===== src/rtl/pwm_multi_if.sv =====
// rtl/pwm_multi_if.sv - register bus between a host and pwm_multi
interface pwm_multi_if;
    logic [7:0] address;
    logic [7:0] data_write_in;
    logic       write_en;
    logic [7:0] data_read_out;

    modport master (
        output address,
        output data_write_in,
        output write_en,
        input  data_read_out
    );

    modport slave (
        input  address,
        input  data_write_in,
        input  write_en,
        output data_read_out
    );
endinterface


===== src/rtl/pwm_multi.sv =====
// rtl/pwm_multi.sv - multi-channel PWM with shared prescaler, edge/center modes, shadowed duty
module pwm_multi #(
    parameter int         N_CH      = 4,
    parameter int         WIDTH     = 8,
    parameter logic [7:0] BASE_ADDR = 8'h10
) (
    input  logic            clock_in,
    input  logic            reset,
    input  logic            ena,
    pwm_multi_if.slave      bus,
    output logic [N_CH-1:0] pwm_out,
    output logic            period_sync
);
    localparam logic [WIDTH-1:0] MAX = {WIDTH{1'b1}};
    localparam logic [WIDTH-1:0] ONE = {{(WIDTH-1){1'b0}}, 1'b1};

    typedef enum logic {DIR_UP, DIR_DOWN} dir_t;

    logic [2:0]       ctrl;
    logic [7:0]       prescale;
    logic [7:0]       presc;
    logic [WIDTH-1:0] duty_sh  [N_CH];
    logic [WIDTH-1:0] duty_act [N_CH];
    logic [WIDTH-1:0] cnt, cnt_next;
    dir_t             dir, dir_next;

    logic [7:0] offs;
    logic       wr_ctrl, wr_presc;
    logic       run, tick, period_start, mode_restart;

    assign offs     = bus.address - BASE_ADDR;
    assign wr_ctrl  = bus.write_en && (offs == 8'd0);
    assign wr_presc = bus.write_en && (offs == 8'(N_CH + 1));

    assign run          = ena & ctrl[0];
    assign tick         = run && (presc == prescale);
    assign period_start = tick && (cnt == '0);
    assign period_sync  = period_start;
    // Only a change of MODE while running restarts the period.
    assign mode_restart = run && wr_ctrl && (bus.data_write_in[1] != ctrl[1]);

    always_ff @(posedge clock_in) begin
        if (reset) begin
            cnt <= '0;
            dir <= DIR_UP;
        end else begin
            cnt <= cnt_next;
            dir <= dir_next;
        end
    end

    always_comb begin
        cnt_next = cnt;
        dir_next = dir;
        if (!run || mode_restart) begin
            cnt_next = '0;
            dir_next = DIR_UP;
        end else if (tick) begin
            if (!ctrl[1]) begin
                cnt_next = cnt + ONE;
                dir_next = DIR_UP;
            end else if (dir == DIR_UP) begin
                if (cnt == MAX) begin
                    cnt_next = MAX - ONE;
                    dir_next = DIR_DOWN;
                end else begin
                    cnt_next = cnt + ONE;
                end
            end else begin
                cnt_next = cnt - ONE;
                if (cnt == ONE) dir_next = DIR_UP;
            end
        end
    end

    always_ff @(posedge clock_in) begin
        if (reset) begin
            ctrl     <= '0;
            prescale <= '0;
            presc    <= '0;
            pwm_out  <= '0;
            for (int ch = 0; ch < N_CH; ch++) begin
                duty_sh[ch]  <= '0;
                duty_act[ch] <= '0;
            end
        end else begin
            if (wr_ctrl)  ctrl     <= bus.data_write_in[2:0];
            if (wr_presc) prescale <= bus.data_write_in;

            // A prescaler already past a newly lowered limit falls back to 0.
            if (!run)                  presc <= '0;
            else if (presc >= prescale) presc <= '0;
            else                       presc <= presc + 8'd1;

            for (int ch = 0; ch < N_CH; ch++) begin
                if (bus.write_en && (offs == 8'(ch + 1)))
                    duty_sh[ch] <= bus.data_write_in[WIDTH-1:0];
                // Non-blocking read of duty_sh keeps a same-cycle write out of this load.
                if (period_start || mode_restart)
                    duty_act[ch] <= duty_sh[ch];
                pwm_out[ch] <= run ? ((cnt < duty_act[ch]) ^ ctrl[2]) : ctrl[2];
            end
        end
    end

    always_comb begin
        bus.data_read_out = 8'h00;
        if (offs == 8'd0) begin
            bus.data_read_out = {5'b0, ctrl};
        end else if (offs == 8'(N_CH + 1)) begin
            bus.data_read_out = prescale;
        end else begin
            for (int ch = 0; ch < N_CH; ch++)
                if (offs == 8'(ch + 1)) bus.data_read_out = 8'(duty_sh[ch]);
        end
    end
endmodule


===== src/flat_wrapper.sv =====
// flat-port wrapper written by rule: the top's interface ports become plain ports
module pwm_multi_flat 
#(
    parameter int         N_CH      = 4,
    parameter int         WIDTH     = 8,
    parameter logic [7:0] BASE_ADDR = 8'h10
)
  (clock_in, reset, ena, pwm_out, period_sync, bus_address, bus_data_write_in, bus_write_en, bus_data_read_out);
  pwm_multi_if bus_i ();
  input  logic clock_in;
  input  logic reset;
  input  logic ena;
  output logic [N_CH-1:0] pwm_out;
  output logic period_sync;
  input wire logic [$bits(bus_i.address)-1:0] bus_address;
  input wire logic [$bits(bus_i.data_write_in)-1:0] bus_data_write_in;
  input wire logic [$bits(bus_i.write_en)-1:0] bus_write_en;
  output wire logic [$bits(bus_i.data_read_out)-1:0] bus_data_read_out;
  assign bus_i.address = bus_address;
  assign bus_i.data_write_in = bus_data_write_in;
  assign bus_i.write_en = bus_write_en;
  assign bus_data_read_out = bus_i.data_read_out;
  pwm_multi #(.N_CH(N_CH), .WIDTH(WIDTH), .BASE_ADDR(BASE_ADDR)) u_core (.clock_in(clock_in), .reset(reset), .ena(ena), .bus(bus_i), .pwm_out(pwm_out), .period_sync(period_sync));
endmodule

===== config.mk =====
export PLATFORM = sky130hd
export DESIGN_NAME = pwm_multi_flat
export DESIGN_NICKNAME = d
export VERILOG_FILES = /design/src/rtl/pwm_multi_if.sv /design/src/rtl/pwm_multi.sv /design/src/flat_wrapper.sv
export SDC_FILE = /design/constraint.sdc
export NUM_CORES = 1
export LEC_CHECK = 0
export CORE_ASPECT_RATIO = 0.5
export CORE_MARGIN = 5
export CORE_UTILIZATION = 60
export DETAILED_ROUTE_END_ITERATION = 7
export PLACE_DENSITY_LB_ADDON = 0.2
export RECOVER_POWER = 50
export SLEW_MARGIN = 20
export SYNTH_ARGS = -nofsm -noshare
export SYNTH_HDL_FRONTEND = slang
export SYNTH_SLANG_ARGS = --single-unit

===== constraint.sdc =====
create_clock -name clock_in -period 3.4 [get_ports clock_in]
set_input_delay 0.68 -clock clock_in [delete_from_list [all_inputs] [get_ports clock_in]]
set_output_delay 0.68 -clock clock_in [all_outputs]
set_load 0.02 [all_outputs]

==> out/qor.txt <==
main combinational cell family by area after synthesis: simple AND/OR/NAND/NOR gates
Yosys reg bits: 96
final worst path period need: 3338 ps
Adder-Cell Fraction of Synth Area: 0.09386
multi-input logic area: 0.002600 mm²
Hold Fails Final Rpt: 0
H-tree depth: 3
Req. time, crit path: 2720 ps
Area Growth Syn to Fin: 14.81%
DP HPWL: 8998 µm
Ys Warns: 0
Post-synth EDFFs: 64
CP max FO: 5
antenna viol nets, final: 0
1st-pass router iterations: 5
Synth Area in Simple Gates: 0.2237
Final Non-Filler Cells: 699
crit path DAT: 2660 ps
ys flop type: edfxtp_1
CTS tree: built
I/O Pins: 33
Routed WL per cell: 17.69 µm
die area: 0.01123 mm²
startpoint types: input port
Max Cap Viol: 0
Max VDD drop: 0.0002916 V
Worst Skew: 9.637 ps
Setup WS post-layout: 62.24 ps
mux share of post-synthesis cell area: 0.05426
GRT Util Overall: 0.2240
Hold EP: u_core.presc[0]$_SDFF_PP0_
number of global-route vias before repair: 3850
pre-CTS setup slack: -215.7 ps
Critical Path Sink Type: output port
Clock Tree Root: clkbuf_16
total gr overflow: 0
RD Place Congestion: 0.8616
worst reg-to-reg setup slack: 840 ps
layout cells sized above 1: 0.08591
CTS sink cnt: 96
hold depth: 1
vias: 4021
Vias/cell: 5.753
first-pass GRT wire length: 19740 µm
slowest cell on the critical path: or4b_4
Synth Instances: 541
Yosys cell types: 50
post-CTS setup buffers: 0
drc violations: 0
Max Buffers Root-to-Sink: 2
syn avg cell area: 10.10 µm²
Relative slew margins: 0.5205
status: finished, final reports clean
power density over cell area: 402.9 mW/mm²
clock latency on the worst-skew pair: 350 ps
row count: 24
Post-Route WL: 12370 µm
CP peak stage delay: 550 ps
DR iter-0 viols: 455
setup tns final: 0 ps
R2R cell count: 9
Reg clk slew, reported paths: 70 ps
critical-path cell list: clkdlybuf4s50_1 -> or4b_4 -> or2_2 -> a21oi_1 -> and4bb_2 -> dlygate4sd2_1
Leakage: 0.002553 µW
Register Area: 0.002562 mm²
# port buffers: 32
post-synthesis net count: 602
Crit Path Category: input port to output port
core area: 0.008798 mm²
Post-synth ARST share: 0
Inserted Clock Buffers: 9
initial antenna violation count: 0
Compound-Gate Fraction of Synth Area: 0.08906
hold_sp: u_core.presc[0]$_SDFF_PP0_
initial core utilization: 0.6212
unrepaired setup endpoints after global routing: false
slew of the pin with the lowest slew margin: 713.8 ps
dpl cells: 683
XOR/XNOR Fraction of Synth Area: 0.01763
final setup fails: 0
reg2reg end: u_core.duty_act[2][6]$_SDFFCE_PN0P_
Final nets: 638
largest net degree at the start of global routing: 33
ANT cells: 0
Final Max Slew Viols: 0
Synth Cell Area: 0.005465 mm²
Tcrit/Tclk final: 0.9817
worst min path class: flop to flop
register area share after synthesis: 0.4689
number of fillers in the final layout: 650
die height: 77.49 µm
DIE WIDTH: 145.0 µm
fmax: 0.2996 GHz
reg2reg start: u_core.prescale[7]$_SDFFE_PP0P_
stage by stage:
step | area [µm²] | total power [µW] | utilization | hold slack (ps)
2_1_floorplan | 5465 | 1388 | - | 441.1
3_3_place_gp | 5978 | 1462 | 0.6795 | 459.9
3_5_place_dp | 5978 | 1466 | 0.6795 | 463.3
4_1_cts | 6307 | 2543 | 0.7169 | 479.4
5_1_grt | 6275 | 2616 | 0.7132 | 532.4
6_report | 6275 | 2528 | 0.7132 | 479.1
flip-flops by register name (all words and copies together) (netlist names):
| name | flops |
|---|---|
| u_core.pwm_out | 4 |
| u_core.dir | 1 |
| u_core.prescale | 8 |
| u_core.duty_sh | 32 |
| u_core.ctrl | 3 |
| u_core.duty_act | 32 |
| u_core.cnt | 8 |
| u_core.presc | 8 |
area by class of cell:
class	instances	share of cell area
flip-flops and latches	96	0.4084
inverters	43	0.02572
multi-input cells	377	0.4144
repair buffers	50	0.07418
clock inverters	3	0.003988
clock buffers	13	0.05005
well taps	117	0.02333
layout by cell type (no fill, tap or decap), types with 8 or more instances in the layout:
master / Yosys / final
a211oi_1: 9 / 9
a21oi_1: 35 / 35
and2_0: 0 / 14
and2_1: 65 / 51
buf_4: 0 / 10
clkbuf_16: 0 / 12
clkdlybuf4s50_1: 0 / 19
dfxtp_1: 32 / 32
edfxtp_1: 64 / 64
ha_1: 41 / 41
inv_1: 43 / 43
mux2i_1: 24 / 24
nand2_1: 21 / 21
nand3_1: 8 / 8
nand4_1: 11 / 12
nor2_1: 58 / 58
nor3_1: 9 / 9
nor4_1: 11 / 11
o21ai_0: 16 / 16
metal layers:
metal	vias to the layer above	track usage	wire, µm
met2	128	0.3548	5596
met5	-	0	0
met3	10	0.05763	817
met1	1907	0.3090	5795
li1	1976	-	-
met4	0	0.06203	156
timing repair:
action                     in CTS  in global routing
gates resized for setup         8                  2
setup endpoints to repair       8                  2
hold buffers                    0                  0
hold endpoints to repair        0                  0
power breakdown:
group	total [µW]	internal [µW]	switching, µW	leakage [µW]
registers	1290	1270	18.9	0.000892
clock network	1090	653	432	0.000164
logic	149	64.7	84.8	0.00150
cell usage after synthesis (all sizes together), types with 2 or more instances:
master / n / area [µm²]
nor2b: 2 / 12.51
o31ai: 4 / 30.03
nand2: 21 / 78.83
and2: 65 / 406.6
nor3: 12 / 81.33
and4bb: 2 / 25.02
or2: 4 / 25.02
nor4: 11 / 68.82
nand3b: 3 / 22.52
mux2: 5 / 56.30
nand4: 12 / 81.33
nor2: 59 / 229.0
o22ai: 2 / 12.51
a21boi: 4 / 30.03
edfxtp: 64 / 1922
o21ai: 16 / 80.08
a211oi: 9 / 67.56
nand3: 9 / 50.05
mux2i: 24 / 240.2
o21bai: 2 / 15.01
dfxtp: 32 / 640.6
xor2: 7 / 61.31
inv: 43 / 161.4
and4: 3 / 26.28
a41o: 2 / 20.02
nand2b: 5 / 31.28
or3: 3 / 18.77
ha: 41 / 513.0
clkbuf: 18 / 67.56
xnor2: 4 / 35.03
buf: 7 / 58.80
a21oi: 36 / 191.4
cells by family after synthesis:
| family | count (synthesis) |
|---|---|
| xor+xnor | 11 |
| fa+ha+maj | 41 |
| simple gates | 216 |
| compound gates | 80 |
| buf+inv | 68 |
| flops | 96 |
| mux | 29 |
worst max-delay path by stage:
stage / endpoint / startpoint / cells after the start
6_report: bus_data_read_out[0] / bus_address[5] / 6
5_1_grt: bus_data_read_out[0] / bus_address[5] / 6
4_1_cts: bus_data_read_out[0] / bus_address[5] / 6
3_5_place_dp: bus_data_read_out[0] / bus_address[5] / 6
3_3_place_gp: bus_data_read_out[2] / bus_address[5] / 6
2_1_floorplan: bus_data_read_out[5] / bus_address[5] / 4
critical path: cells and delay by family:
kind | cells | cell delay (ps)
simple gates | 3 | 1130
buf+inv | 2 | 730
compound gates | 1 | 120
No activity file was read; power rests on OpenSTA's default activity.
